<file path="src/rtl/crc32_pkg.sv">
// rtl/crc32_pkg.sv - CRC-32 constants, FSM state type and byte-step function
package crc32_pkg;

  localparam logic [31:0] CRC32_POLY    = 32'hEDB88320;
  localparam logic [31:0] CRC32_INIT    = 32'hFFFFFFFF;
  localparam logic [31:0] CRC32_RESIDUE = 32'hDEBB20E3;

  typedef enum logic {
    ACCUM  = 1'b0,
    RESULT = 1'b1
  } crc_state_t;

  // Reflected CRC-32: fold the byte into the low bits, then shift LSB-first.
  function automatic logic [31:0] crc32_byte(input logic [31:0] crc, input logic [7:0] data);
    logic [31:0] c;
    c = crc ^ {24'h000000, data};
    for (int i = 0; i < 8; i++) begin
      c = c[0] ? ((c >> 1) ^ CRC32_POLY) : (c >> 1);
    end
    return c;
  endfunction

endpackage

</file>
<file path="src/rtl/crc32_byte_step.sv">
// rtl/crc32_byte_step.sv - combinational one-byte CRC-32 update
module crc32_byte_step
  import crc32_pkg::*;
(
  input  logic [31:0] state,
  input  logic [7:0]  data,
  output logic [31:0] next_state
);

  always_comb begin
    next_state = crc32_byte(state, data);
  end

endmodule

</file>
<file path="config.mk">
export PLATFORM = sky130hd
export DESIGN_NAME = crc32_byte_step
export DESIGN_NICKNAME = d
export VERILOG_FILES = /design/src/rtl/crc32_pkg.sv /design/src/rtl/crc32_byte_step.sv
export SDC_FILE = /design/constraint.sdc
export NUM_CORES = 1
export LEC_CHECK = 0
export BUFFER_PORTS_ARGS = -buffer_cell sky130_fd_sc_hd__buf_2
export CAP_MARGIN = 20
export CORE_MARGIN = 2
export CORE_UTILIZATION = 46
export DETAILED_ROUTE_END_ITERATION = 16
export MAX_ROUTING_LAYER = met4
export PLACE_DENSITY = 0.92
export RECOVER_POWER = 50
export SLEW_MARGIN = 20
export SYNTH_ARGS = -nofsm -noshare
export SYNTH_HDL_FRONTEND = slang
export SYNTH_SLANG_ARGS = --single-unit
export TNS_END_PERCENT = 5
</file>
<file path="constraint.sdc">
create_clock -name vclk -period 6.9
set_clock_uncertainty 0.2 [all_clocks]
set_input_delay 1.725 -clock vclk [all_inputs]
set_output_delay 1.725 -clock vclk [all_outputs]
set_load 0.02 [all_outputs]
</file>
# == Yosys cells after proc, flatten, opt, wreduce, memory -nomap -nowiden ==
# Cells that the tools add are included.
# totals
wordCells,17
inputBits,40
regBits,0
output_inout_bits,32
# classes
bitwise_logic,9
n_mux,8
# ops
operator,count
32-bit 2-to-1 mux,8
13-bit NOT with 14-bit output,8
32-bit by 8-bit bitwise XOR with 32-bit output,1

# == Longest topological paths before layout ==
# depth
ltp_word,17
mapped_depth,3
mapped_depth_nobuf,3

# == Worst setup path after synthesis ==
# OpenSTA, ideal clock, no wires.
# synth_path
path_type,input to output
startpoint,input port data[3]
endpoint,output port next_state[5]
slack_ns,1.920
t_arrival_ns,3.055
path_buffers,0
path_stages,3
path_cell_list,xnor2_2 > xor3_1 > xnor2_1
# synth_via
elab_chain_len,11
# synth_lines
item,line,rtl
from (decl),crc32_byte_step.sv:6,"input logic [7:0] data,"
32-bit by 8-bit bitwise XOR with 32-bit output *,crc32_pkg.sv:16,"c = crc ^ {24'h000000, data};"
32-bit 2-to-1 mux * (4 in series),crc32_pkg.sv:18,c = c[0] ? ((c >> 1) ^ CRC32_POLY) : (c >> 1);
13-bit NOT with 14-bit output (no source line),n/a,
32-bit 2-to-1 mux * (3 in series),crc32_pkg.sv:18,
13-bit NOT with 14-bit output (no source line),n/a,
32-bit 2-to-1 mux *,crc32_pkg.sv:18,
to (decl),crc32_byte_step.sv:7,output logic [31:0] next_state
# Every way passes the cells marked *; elsewhere a longest branch is shown, timed or not.

# == Final worst setup path ==
# layout_path
startpoint,input port data[3]
endpoint,output port next_state[26]
# layout_via
elab_chain_len,12
# layout_lines
item,line
32-bit by 8-bit bitwise XOR with 32-bit output *,crc32_pkg.sv:16
32-bit 2-to-1 mux * (4 in series),crc32_pkg.sv:18
13-bit NOT with 14-bit output (no source line),n/a
32-bit 2-to-1 mux * (2 in series),crc32_pkg.sv:18
13-bit NOT with 14-bit output (no source line),n/a
32-bit 2-to-1 mux *,crc32_pkg.sv:18
13-bit NOT with 14-bit output (no source line),n/a
32-bit 2-to-1 mux *,crc32_pkg.sv:18
# Marked as above.

==> metrics <==
die area=2380 sq um; Synthesized Nets=107; Yosys warnings=0; hold buffer count at cts=0; DR iter-0 viols=1; largest net degree at the start of global routing=9; Die Span Y=48.8 um; Pre-antenna DRT Iters=2; Mapped Area=925 sq um; leading post-synthesis cells by cell area=xnor2_1 28%, xnor3_1 24%, xor3_1 13%, xnor2_2 11%, xor2_1 8.5%; number of global-route vias before repair=750; antenna cell count=0; Yosys cell types=10; Worst Path Max Fanout=7; post-layout min period=5.54 ns; Final Util=65.6%; Max Clk Rate=181 MHz; Commonest cells post-synth=30 x xnor2_1, 10 x xnor3_1, 9 x xor2_1; Seq/Total Area, Yosys=0%; final WL=2.02 mm; antenna violations before repair=0; Crit Path Class=input port to primary output; most frequent cell after synthesis=xnor2_1; Seq cells=0; Worst Tran Pin Value=0.918 ns; Storage cell area=0 sq um; final net count=181; Total GRT Usage=17.3%; post-synth top area share=28.4%; global placement routability congestion=0.707; Clock Buffer Count=0; Die X=48.8 um; Post-DRT Antenna Nets=0; Syn Area/Cell=13.8 sq um; gr ovfl total=0; headroom to the max-slew limit=38.4%; initial core utilization=48.1%; Core Footprint=1920 sq um; P_leak=0.668 nW; Startpoint Class=input port; first-pass GRT wire length=3.22 mm; Tightest Hold Check Type=input port to primary output; via-per-instance ratio=4.37; WHS Path Cells=3; Final Slew Violations=0; Avg WL per Cell=12.1 um; Resize count post-CTS=0; share of layout cells above drive strength 1=48.9%; power density over cell area=282 nW/um^2; data arrival time of the critical path=3.61 ns; dpl hpwl=1.78 mm; Critical Path Sink Type=primary output; status=completed; maxcap violations=0; Cells after Synth=67; FILL cells=177; boundary pin count=72; pre-CTS WS=1.65 ns; final setup vio count=0; area leader, netlist=xnor2_1; PortBufs=72; final hold viol count=0; Final WS setup=1.36 ns; Layout area overhead=36.4%; row count=16; min-delay src=state[16]; final cycle utilization of the critical path=80.3%; postcts setup bufs=0; Residual DRC=0; RSZ-0062 raised after global routing=no; WHS Endpoint=next_state[8]; Final TNS setup=0 ns; via count=725; Worst VDD drop=184 uV; Data required, critical path=4.97 ns
critical path: stages:
cell and delay (ns):
buf_2 0.10, xnor2_1 0.66, xnor2_1 0.43, xnor3_1 0.52, buf_2 0.17
final cells by class:
cell class         instances  area (sq um)  share of cell area, %
inverters                  1          3.75                  0.298
well taps                 27          33.8                   2.68
repair buffers            72           348                   27.6
multi-input cells         66           876                   69.4
power by group:
part	total, mW	switching (mW)	internal [mW]
logic	0.356	0.194	0.162
clock network	0	0	0
registers	0	0	0
total	0.356	0.194	0.162
worst max path at each step:
stage	startpoint	end	slack, ns	cells past startpoint
final	data[3]	next_state[26]	1.36	5
after global routing	data[3]	next_state[26]	1.22	5
after CTS	data[2]	next_state[24]	1.64	5
after detailed placement	data[2]	next_state[24]	1.65	5
after global placement	data[2]	next_state[24]	1.67	5
after floorplan	data[3]	next_state[5]	1.92	3
per-layer routing:
metal  track usage [%]  part of all wire (%)  wire, um  vias up
li1                  -                     -         -      360
met1              18.8                    35       698      326
met2              33.8                    58      1160       37
met3              1.84                   6.8       138        2
met4              3.33                  0.84        17        0
met5                 -                     0         0        -
through the flow:
stage	cell area (sq um)	total power, mW	hold WS [ns]	std cells
after floorplan	925	0.268	3.39	67
after global placement	1320	0.361	3.54	166
after detailed placement	1320	0.366	3.54	166
after CTS	1320	0.367	3.54	166
after global routing	1260	0.378	3.55	166
final	1260	0.356	3.54	166
kinds of logic (layout without fill, tap and decap cells):
logic type | Yosys count | after routing | synth area share [%]
xor+xnor | 66 | 66 | 99.6
buf+inv | 1 | 73 | 0.406
layout by cell type, fill, tap and decap left out:
cell,netlist,layout
buf_2,0,62
xnor2_1,30,36
xnor3_1,10,10
clkbuf_1,0,10
xor2_1,9,9
xor3_1,5,5
xnor2_4,2,2
xor2_2,2,2
xnor3_2,1,1
inv_1,1,1
xnor3_4,1,1
Power figures use the tool's default switching activity.
